<file path="config.mk">
export PLATFORM = sky130hd
export DESIGN_NAME = execute_pipe
export DESIGN_NICKNAME = d
export VERILOG_FILES = /design/src/rtl/exec_pkg.sv /design/src/rtl/alu.sv /design/src/rtl/execute_pipe.sv
export SDC_FILE = /design/constraint.sdc
export NUM_CORES = 1
export LEC_CHECK = 0
export CORE_UTILIZATION = 52
export DETAILED_ROUTE_END_ITERATION = 7
export PLACE_DENSITY_LB_ADDON = 0.1
export SLEW_MARGIN = 20
export SYNTH_ARGS = -nofsm -noshare
export SYNTH_HDL_FRONTEND = slang
export SYNTH_SLANG_ARGS = --single-unit
</file>
<file path="constraint.sdc">
create_clock -name clk -period 6.9 [get_ports clk]
set_input_delay 1.725 -clock clk [delete_from_list [all_inputs] [get_ports clk]]
set_output_delay 1.725 -clock clk [all_outputs]
set_load 0.01 [all_outputs]
</file>
<file path="src/rtl/exec_pkg.sv">
// Shared definitions for the execute stage: ALU opcodes, FSM states, default widths.
package exec_pkg;

  localparam int unsigned N_DEFAULT  = 64;
  localparam int unsigned CW_DEFAULT = 4;

  // AluControl encodings
  localparam logic [3:0] ALU_AND    = 4'b0000;
  localparam logic [3:0] ALU_OR     = 4'b0001;
  localparam logic [3:0] ALU_ADD    = 4'b0010;
  localparam logic [3:0] ALU_SUB    = 4'b0110;
  localparam logic [3:0] ALU_PASS_B = 4'b0111;

  // Multiplier sequencing states
  typedef enum logic [1:0] {
    IDLE = 2'd0,
    MUL  = 2'd1,
    HOLD = 2'd2
  } exec_state_e;

endpackage

</file>
<file path="src/rtl/alu.sv">
// Combinational ALU; unknown opcodes produce zero.
module alu
  import exec_pkg::*;
#(
  parameter int unsigned N  = N_DEFAULT,
  parameter int unsigned CW = CW_DEFAULT
) (
  input  logic [N-1:0]  a,
  input  logic [N-1:0]  b,
  input  logic [CW-1:0] alu_control,
  output logic [N-1:0]  result_c
);

  // Opcode decode
  always_comb begin
    result_c = '0;
    case (alu_control)
      CW'(ALU_AND):    result_c = a & b;
      CW'(ALU_OR):     result_c = a | b;
      CW'(ALU_ADD):    result_c = a + b;
      CW'(ALU_SUB):    result_c = a - b;
      CW'(ALU_PASS_B): result_c = b;
      default:         result_c = '0;
    endcase
  end

endmodule

</file>
<file path="src/rtl/execute_pipe.sv">
// Execute stage: single-cycle ALU path plus optional iterative shift-add multiplier.
// Build option: define EXECUTE_MUL_EN to include the multiplier FSM and datapath;
// without it MulOp is ignored and every operation goes through the ALU.
module execute_pipe
  import exec_pkg::*;
#(
  parameter int unsigned N  = N_DEFAULT,
  parameter int unsigned CW = CW_DEFAULT
) (
  input  logic          clk,
  input  logic          reset,
  input  logic          in_valid,
  output logic          in_ready,
  input  logic          AluSrc,
  input  logic [CW-1:0] AluControl,
  input  logic          MulOp,
  input  logic [N-1:0]  PC_E,
  input  logic [N-1:0]  signImm_E,
  input  logic [N-1:0]  readData1_E,
  input  logic [N-1:0]  readData2_E,
  input  logic          flush,
  output logic          out_valid,
  input  logic          out_ready,
  output logic [N-1:0]  PCBranch_M,
  output logic [N-1:0]  aluResult_M,
  output logic [N-1:0]  writeData_M,
  output logic          zero_M
);

  logic [N-1:0] op_b;
  logic [N-1:0] alu_res;
  logic [N-1:0] pc_branch;
  logic         out_free;
  logic         in_xfer;

  logic         load;
  logic [N-1:0] load_pcb;
  logic [N-1:0] load_alu;
  logic [N-1:0] load_wd;

  assign op_b      = AluSrc ? signImm_E : readData2_E;
  assign pc_branch = PC_E + (signImm_E << 2);
  assign out_free  = !out_valid || out_ready;
  assign in_xfer   = in_valid && in_ready;

  alu #(
    .N  (N),
    .CW (CW)
  ) u_alu (
    .a           (readData1_E),
    .b           (op_b),
    .alu_control (AluControl),
    .result_c    (alu_res)
  );

`ifdef EXECUTE_MUL_EN
  localparam int unsigned CNT_W = $clog2(N);

  exec_state_e      state;
  exec_state_e      state_next;
  logic [CNT_W-1:0] mul_cnt;
  logic [N-1:0]     mul_a;
  logic [N-1:0]     mul_b;
  logic [N-1:0]     mul_acc;
  logic [N-1:0]     mul_pcb;
  logic [N-1:0]     mul_wd;
  logic             mul_start;
  logic             mul_done;

  assign in_ready  = (state == IDLE) && !flush && out_free;
  assign mul_start = in_xfer && MulOp;
  assign mul_done  = (state == HOLD) && out_free && !flush;

  // Next-state: flush always returns to IDLE
  always_comb begin
    state_next = state;
    case (state)
      IDLE:    if (mul_start) state_next = MUL;
      MUL:     if (mul_cnt == CNT_W'(N - 1)) state_next = HOLD;
      HOLD:    if (out_free) state_next = IDLE;
      default: state_next = IDLE;
    endcase
    if (flush) state_next = IDLE;
  end

  // State register
  always_ff @(posedge clk or negedge reset) begin
    if (!reset) state <= IDLE;
    else        state <= state_next;
  end

  // Shift-add multiplier: one multiplier bit consumed per MUL cycle
  always_ff @(posedge clk or negedge reset) begin
    if (!reset) begin
      mul_cnt <= '0;
      mul_a   <= '0;
      mul_b   <= '0;
      mul_acc <= '0;
      mul_pcb <= '0;
      mul_wd  <= '0;
    end else if (mul_start) begin
      mul_cnt <= '0;
      mul_a   <= readData1_E;
      mul_b   <= op_b;
      mul_acc <= '0;
      mul_pcb <= pc_branch;
      mul_wd  <= readData2_E;
    end else if ((state == MUL) && !flush) begin
      if (mul_b[0]) mul_acc <= mul_acc + mul_a;
      mul_a   <= mul_a << 1;
      mul_b   <= mul_b >> 1;
      mul_cnt <= mul_cnt + CNT_W'(1);
    end
  end

  // Output load source: ALU result on transfer, product when HOLD drains
  always_comb begin
    load     = 1'b0;
    load_pcb = pc_branch;
    load_alu = alu_res;
    load_wd  = readData2_E;
    if (in_xfer && !MulOp) begin
      load = 1'b1;
    end else if (mul_done) begin
      load     = 1'b1;
      load_pcb = mul_pcb;
      load_alu = mul_acc;
      load_wd  = mul_wd;
    end
  end
`else
  logic unused_mul_op;

  assign unused_mul_op = MulOp;
  assign in_ready      = !flush && out_free;

  // Output load source: every transfer is an ALU op
  always_comb begin
    load     = in_xfer;
    load_pcb = pc_branch;
    load_alu = alu_res;
    load_wd  = readData2_E;
  end
`endif

  // Memory-stage output register; holds while stalled, flush drops it
  always_ff @(posedge clk or negedge reset) begin
    if (!reset) begin
      out_valid   <= 1'b0;
      PCBranch_M  <= '0;
      aluResult_M <= '0;
      writeData_M <= '0;
      zero_M      <= 1'b1;
    end else if (flush) begin
      out_valid <= 1'b0;
    end else if (load) begin
      out_valid   <= 1'b1;
      PCBranch_M  <= load_pcb;
      aluResult_M <= load_alu;
      writeData_M <= load_wd;
      zero_M      <= (load_alu == '0);
    end else if (out_valid && out_ready) begin
      out_valid <= 1'b0;
    end
  end

endmodule

</file>
==> results of run 1 <==
cell usage in the layout (no fill, tap or decap), types with 11 or more instances in the layout:
| master | count |
|---|---|
| nor3_1 | 42 |
| a21oi_2 | 11 |
| o21ai_0 | 231 |
| mux2i_1 | 47 |
| clkdlybuf4s50_1 | 430 |
| a21oi_1 | 219 |
| o21ai_2 | 12 |
| dlymetal6s2s_1 | 26 |
| nand3_1 | 28 |
| ha_1 | 125 |
| a211oi_1 | 29 |
| mux2_2 | 113 |
| o21bai_1 | 22 |
| o21a_1 | 18 |
| o21ai_1 | 14 |
| inv_1 | 43 |
| o31ai_1 | 11 |
| clkbuf_16 | 17 |
| xnor2_1 | 105 |
| buf_4 | 478 |
| xor2_1 | 66 |
| nor2_1 | 150 |
| nand2b_1 | 15 |
| nand4_1 | 37 |
| nor2b_1 | 20 |
| nand2_1 | 294 |
| dfrtp_1 | 193 |
| a21o_1 | 59 |
| a31oi_1 | 20 |
| and3_1 | 11 |
| or2_2 | 11 |
worst min-delay path by stage:
| stage | slack (ns) | end | depth (start not counted) |
|---|---|---|---|
| 2_1_floorplan | 0.49 | zero_M | 2 |
| 3_5_place_dp | 0.47 | PCBranch_M[38] | 2 |
| 3_3_place_gp | 0.46 | aluResult_M[61] | 2 |
| 4_1_cts | 0.49 | PCBranch_M[38] | 2 |
| 6_report | 0.48 | aluResult_M[17] | 2 |
| 5_1_grt | 0.51 | PCBranch_M[61] | 2 |
Yosys cell counts (all sizes together), types with 10 or more instances:
library cell and instances:
or4 10, xnor2 107, or3 12, o21a 18, nor3 51, a21o 59, dfrtp 193, mux2 116
ha 127, nand2 298, nand3 29, o21bai 22, nor4 15, o21ai 257, or2 13, nand4 38
xor2 67, nor3b 10, o22ai 10, clkbuf 88, nor2b 21, nor2 161, o31ai 17, a31oi 21
nand2b 16, a211oi 33, inv 44, mux2i 50, a21oi 231, and3 12, buf 24
worst max-delay path: stages:
cell and delay (ns):
clkdlybuf4s50_1 0.47, nor3_2 0.21, a21oi_1 0.07, or3_4 0.40
or4_4 0.56, or4_4 0.49, buf_4 0.17, nor2b_4 0.19
nor2_1 0.07, xor2_1 0.15, ha_1 0.29, nand4_1 0.13
or3_4 0.42, buf_4 0.15, nor4_1 0.47, nor3b_4 0.14
o21ai_2 0.20, xnor2_1 0.15, o21ai_2 0.08, or2_4 0.28
nor4_2 0.17, nand3_1 0.16, o41ai_2 0.24
logic make-up after synthesis:
| group | after synthesis | synth area share |
|---|---|---|
| flops | 194 | 0.265 |
| compound gates | 752 | 0.246 |
| simple gates | 707 | 0.179 |
| xor+xnor | 174 | 0.0833 |
| buf+inv | 156 | 0.0370 |
| mux | 166 | 0.0991 |
| fa+ha+maj | 130 | 0.0896 |
cell type report:
| class | instances | share of cell area |
|---|---|---|
| timing repair buffer | 949 | 0.300 |
| inverter | 44 | 0.00590 |
| clock buffer | 18 | 0.0153 |
| multi-input combinational | 1929 | 0.479 |
| sequential | 194 | 0.174 |
| antenna | 4 | 0.000358 |
| clock inverter | 14 | 0.00532 |
| tap | 455 | 0.0204 |
state kept, by name, indices dropped and copies added (netlist names):
| signal | flops |
|---|---|
| writeData_M | 64 |
| out_valid | 1 |
| zero_M | 1 |
| aluResult_M | 64 |
| PCBranch_M | 64 |
metal layers:
layer / wire, µm / global-route usage / up-vias / share of wire
li1: - / - / 10022 / -
met1: 29300 / 0.475 / 10677 / 0.35
met4: 8150 / 0.381 / 2 / 0.096
met2: 39500 / 0.761 / 1577 / 0.47
met5: 11 / 0 / - / 0.00013
met3: 7730 / 0.103 / 525 / 0.091
stage by stage:
step / instance area (µm²) / setup TNS, ns / cells
floorplan: 18400 / -0.156 / 2279
global placement: 26600 / -10.02 / 3550
detailed placement: 26600 / -14.25 / 3550
CTS: 27400 / -0.330 / 3595
global route: 28000 / -0.622 / 3604
finish: 28000 / -0.131 / 3607
what timing repair did:
action	CTS	global route
setup endpoints to repair	12	23
gates resized for setup	47	125
pin swaps	14	37
setup buffers	13	9
power by group through the flow:
stage                     clock network (W)  registers (W)  logic (W)
final                               0.00105        0.00146    0.00278
after global routing                0.00109        0.00148    0.00293
after CTS                           0.00104        0.00145    0.00266
after detailed placement                  0        0.00147    0.00260
after global placement                    0        0.00146    0.00254
after floorplan                           0        0.00155    0.00112
==> impl_metrics.sql, run 1 <==
INSERT INTO impl_metrics (metric_group, metric, value, unit) VALUES
('clocking', 'cts-htree-levels', '4', ''),
('synth', 'asyncSetResetFlopFracSynth', '1.00', ''),
('clocking', 'tritoncts_sinks', '194', ''),
('clocking', 'worst_skew_pair.late_latency', '0.48', 'ns'),
('grt', 'first_pass_grt_wire_length', '124000', 'µm'),
('job', 'maxCapViolations', '0', ''),
('synth', 'synth.ff_latch_count', '194', ''),
('timing', 'fin_clk_skew', '0.0137', 'ns'),
('pwr', 'power_switching', '0.00205', 'W'),
('outcome', 'violations', 'setup timing', ''),
('synth', 'synth.distinct_cells', '84', ''),
('setup_path', 'setup.reg_to_reg.worst_slack', '3.17', 'ns'),
('outcome', 'status', 'complete, but fails checks', ''),
('setup_path', 'crit_path_end_kind', 'flip-flop', ''),
('route', 'dr.first_iter.drc_count', '2098', ''),
('placement', 'buffer_ports.inserted', '460', ''),
('setup_path', 'worst_setup_path_start_kind', 'input pin', ''),
('synth', 'synth_largest_type_area_fraction', '0.264', ''),
('clocking', 'tritoncts', 'built', ''),
('min_path', 'worst_hold_path_type', 'flip-flop to flip-flop', ''),
('route', 'drtAntennaViolNets', '0', ''),
('route', 'dr_total_vias', '22803', ''),
('floorplan', 'design.portCount', '462', ''),
('synth', 'synthesis.area_per_instance', '8.03', 'µm²'),
('synth', 'syn-num-nets', '2675', ''),
('setup_path', 'critical_path_class', 'input pin to flip-flop', ''),
('route', 'vias_per_cell', '6.32', ''),
('pwr', 'power.density_cell_area', '189', 'mW/mm²'),
('clocking', 'cts_root_buf', 'clkbuf_16', ''),
('timing', 'final.hold.worst_slack', '0.481', 'ns'),
('setup_path', 'worst-endpoint-required', '7.28', 'ns'),
('synth', 'synth_seq_area_share', '0.265', ''),
('timing', 'timing_worst_slew_pin_value', '1.10', 'ns'),
('setup_path', 'timing.reg2reg.worst_path_depth', '15', ''),
('floorplan', 'dieArea', '0.0359', 'mm²'),
('pwr', 'p_leak', '12.5', 'nW'),
('final_layout', 'fillerInstances', '2274', ''),
('grt', 'grt.total_usage', '0.450', ''),
('synth', 'synth_edf_count', '0', ''),
('placement', 'dpl_worst_slack', '-1.20', 'ns'),
('setup_path', 'critical_path.reg2reg.startpoint', 'out_valid', ''),
('pwr', 'p_seq_frac', '0.277', ''),
('setup_path', 'worst_r2r_endpoint', 'zero_M', ''),
('synth', 'synth_ff_type', 'dfrtp_1', ''),
('synth', 'yosys_warning_total', '0', ''),
('timing', 'grt_setup_unrepaired', 'true', ''),
('placement', 'gp_congestion', '1.04', ''),
('floorplan', 'dieHeight', '190', 'µm'),
('route', 'dr.pass1.iters', '6', ''),
('clocking', 'holdBufCountCts', '0', ''),
('setup_path', 'arr_time_crit_path', '7.41', 'ns'),
('clocking', 'cts_buffers', '17', ''),
('timing', 'finalCritPeriodShare', '1.02', ''),
('route', 'post_detailed_route_drc_marker_count', '0', ''),
('final_layout', 'finish.net_count', '3531', ''),
('pwr', 'p_int', '0.00324', 'W'),
('pwr', 'sw_frac_of_total', '0.388', ''),
('pwr', 'combPwrFrac', '0.525', ''),
('grt', 'antenna_found_initial', '4', ''),
('grt', 'largest_net_degree_at_the_start_of_global_routing', '123', ''),
('pwr', 'finalPower', '0.00529', 'W'),
('setup_path', 'worstSetupStartpoint', 'readData2_E[8]', ''),
('floorplan', 'die_width', '190', 'µm'),
('floorplan', 'fp-row-count', '68', ''),
('timing', 'period_needed', '7.03', 'ns'),
('placement', 'detailedPlacementHpwl', '65400', 'µm'),
('pwr', 'clock_power_share', '0.198', ''),
('route', 'finalWirelength', '84700', 'µm'),
('synth', 'synthCells', '2279', ''),
('timing', 'post-route-worst-setup-slack', '-0.131', 'ns'),
('timing', 'setup_violations', '1', '');
Note: power is estimated with default switching activity, not from simulation.
==> run 2: changes to the inputs <==
Settings changed: CTS_BUF_LIST set to sky130_fd_sc_hd__clkbuf_2 sky130_fd_sc_hd__clkbuf_4 sky130_fd_sc_hd__clkbuf_8.
==> impl_metrics.sql, run 2 (synthesis gave the netlist of run 1 again) <==
INSERT INTO impl_metrics (metric_group, metric, value, unit) VALUES
('clocking', 'cts-htree-levels', '4', ''),
('placement', 'detailedPlacementHpwl', '65400', 'µm'),
('timing', 'finalCritPeriodShare', '1.02', ''),
('pwr', 'sw_frac_of_total', '0.400', ''),
('route', 'dr_total_vias', '22707', ''),
('floorplan', 'dieArea', '0.0359', 'mm²'),
('pwr', 'p_int', '0.00303', 'W'),
('outcome', 'status', 'complete, but fails checks', ''),
('timing', 'post-route-worst-setup-slack', '-0.153', 'ns'),
('floorplan', 'design.portCount', '462', ''),
('floorplan', 'initial_utilization', '0.530', ''),
('clocking', 'tritoncts', 'built', ''),
('timing', 'final.hold.worst_slack', '0.485', 'ns'),
('pwr', 'power.density_cell_area', '182', 'mW/mm²'),
('timing', 'period_needed', '7.05', 'ns'),
('pwr', 'clock_power_share', '0.161', ''),
('route', 'wl_per_cell', '23.2', 'µm'),
('grt', 'grt.total_usage', '0.449', ''),
('timing', 'timing_worst_slew_pin_value', '1.02', 'ns'),
('pwr', 'p_seq_frac', '0.290', ''),
('placement', 'buffer_ports.inserted', '460', ''),
('setup_path', 'worst_setup_path_start_kind', 'input pin', ''),
('route', 'drtAntennaViolNets', '0', ''),
('final_layout', 'area_growth', '51.4', '%'),
('grt', 'largest_net_degree_at_the_start_of_global_routing', '123', ''),
('grt', 'first_pass_grt_wire_length', '124000', 'µm'),
('timing', 'fin_clk_skew', '0.0164', 'ns'),
('clocking', 'cts_root_buf', 'clkbuf_8', ''),
('clocking', 'holdBufCountCts', '0', ''),
('clocking', 'cts_buffers', '17', ''),
('grt', 'antenna_found_initial', '3', ''),
('timing', 'grt_setup_unrepaired', 'true', ''),
('floorplan', 'fp-row-count', '68', ''),
('clocking', 'clkSlewWorstSetupHoldPaths', '0.11', 'ns'),
('pwr', 'combPwrFrac', '0.549', ''),
('timing', 'highest_clock_frequency_the_design_can_meet', '142', 'MHz'),
('setup_path', 'timing.reg2reg.worst_path_depth', '15', ''),
('timing', 'finalMaxSlewViolations', '0', ''),
('final_layout', 'finish.net_count', '3530', ''),
('route', 'dr.first_iter.drc_count', '2090', ''),
('pwr', 'power_switching', '0.00201', 'W'),
('pwr', 'p_leak', '12.4', 'nW'),
('grt', 'number_of_global_route_vias_before_repair', '22683', ''),
('setup_path', 'worst-endpoint-required', '7.35', 'ns'),
('setup_path', 'arr_time_crit_path', '7.50', 'ns'),
('clocking', 'max_buffers_root_to_sink', '2', ''),
('final_layout', 'top_regs', 'PCBranch_M: 64 flops, aluResult_M: 64 flops, writeData_M: 64 flops', ''),
('final_layout', 'drive_above_1_share', '0.244', ''),
('timing', 'setup_violations', '2', ''),
('floorplan', 'die_width', '190', 'µm'),
('min_path', 'worst_hold_path_type', 'flip-flop to flip-flop', ''),
('route', 'dr.pass1.iters', '8', ''),
('clocking', 'worst_skew_pair.late_latency', '0.55', 'ns'),
('outcome', 'violations', 'setup timing', ''),
('setup_path', 'critical_path_class', 'input pin to flip-flop', ''),
('pwr', 'finalPower', '0.00504', 'W'),
('floorplan', 'std_cell_core_area', '0.0345', 'mm²'),
('job', 'maxCapViolations', '0', ''),
('clocking', 'tritoncts_sinks', '194', ''),
('floorplan', 'dieHeight', '190', 'µm'),
('timing', 'slew_headroom', '0.318', ''),
('timing', 'timing.final.hold_violations', '0', ''),
('grt', 'global_route.overflow_total', '0', ''),
('setup_path', 'critical_path_peak_fanout', '5', ''),
('final_layout', 'layout_common_cells', 'buf_4, clkdlybuf4s50_1, nand2_1', ''),
('min_path', 'hold-path-cell-count', '2', ''),
('placement', 'gp_congestion', '1.04', ''),
('pwr', 'vdd_ir_drop_max', '163', 'µV'),
('route', 'finalWirelength', '83400', 'µm'),
('route', 'vias_per_cell', '6.30', ''),
('final_layout', 'mostFrequentLayoutCell', 'buf_4', ''),
('route', 'post_detailed_route_drc_marker_count', '0', ''),
('timing', 'timing.setup.tns', '-0.230', 'ns'),
('setup_path', 'crit_path_end_kind', 'flip-flop', ''),
('final_layout', 'fillerInstances', '2354', '');
run 2: changes by cell type in the layout (fill, tap and decap cells not counted), moves of 2 or more:
cell             before  now
buf_6                10    8
clkbuf_16            17    0
clkbuf_8              1   18
clkdlybuf4s50_1     430  432
diode_2               4    2
nor4_2                4    6
nor4_4                4    2
o21ai_0             231  227
o21ai_1              14   18
o22ai_1               7    9
o22ai_2               3    1
run 2: metal layers:
metal  global-route usage  vias up  part of all wire
met5                    0        -           0.00034
met4                0.374        4             0.097
met3                0.107      497             0.099
met2                0.760     1558              0.47
met1                0.474    10632              0.34
li1                     -    10016                 -
run 2: final cells by class:
type                       count  area [µm²]  share of cell area
multi-input combinational   1929       13300               0.481
timing repair buffer         948        8390               0.303
sequential                   194        4860               0.175
tap                          455         569              0.0205
clock buffer                  18         241             0.00871
inverter                      44         165             0.00596
clock inverter                14         149             0.00537
antenna                        2        5.00            0.000181
run 2: through the flow:
step / instances / cell area (µm²) / util / setup slack, ns
floorplan: 2279 / 18400 / - / -0.156
global placement: 3550 / 26600 / 0.769 / -1.05
detailed placement: 3550 / 26600 / 0.769 / -1.20
CTS: 3596 / 27200 / 0.789 / -0.157
global route: 3602 / 27700 / 0.802 / -0.280
finish: 3604 / 27700 / 0.802 / -0.153
run 2: critical path, stage by stage:
cell           delay (ns)
dlygate4sd2_1        0.32
nor4_2               0.34
o22ai_1              0.17
or3_4                0.36
or4_4                0.56
or4_4                0.49
buf_4                0.17
nor2b_4              0.19
nor2_1               0.07
xor2_1               0.15
ha_1                 0.30
nand4_1              0.14
or3_4                0.38
or4_4                0.44
nor3_4               0.18
nor3b_2              0.06
buf_4                0.17
o21ai_2              0.17
xnor2_1              0.14
o21ai_1              0.12
or2_4                0.29
nor4_2               0.15
nand3_1              0.16
o41ai_2              0.24
run 2: final timing paths:
check / from / to / slack, ns
worst min-delay path: PCBranch_M[38] / PCBranch_M[38] / 0.49
min in group asynchronous: reset / PCBranch_M[63] / 1.16
max in group asynchronous: reset / writeData_M[12] / 4.54
worst max register to register: out_valid / zero_M / 3.18
worst max-delay path: readData2_E[2] / zero_M / -0.15
worst min register to register: PCBranch_M[38] / PCBranch_M[38] / 0.49
run 2: power groups by stage:
stage	Combinational, W	Sequential (W)	Clock [W]
detailed placement	0.00260	0.00147	0
CTS	0.00265	0.00145	0.000805
global placement	0.00254	0.00146	0
global route	0.00293	0.00148	0.000849
floorplan	0.00112	0.00155	0
finish	0.00277	0.00146	0.000812
run 2: timing repair:
| action | 4_1_cts | 5_1_grt |
|---|---|---|
| pin swaps | 14 | 28 |
| gates resized for setup | 47 | 117 |
| hold endpoints to repair | 0 | 0 |
| endpoints found under the setup margin | 11 | 19 |
| buffers inserted | 14 | 6 |
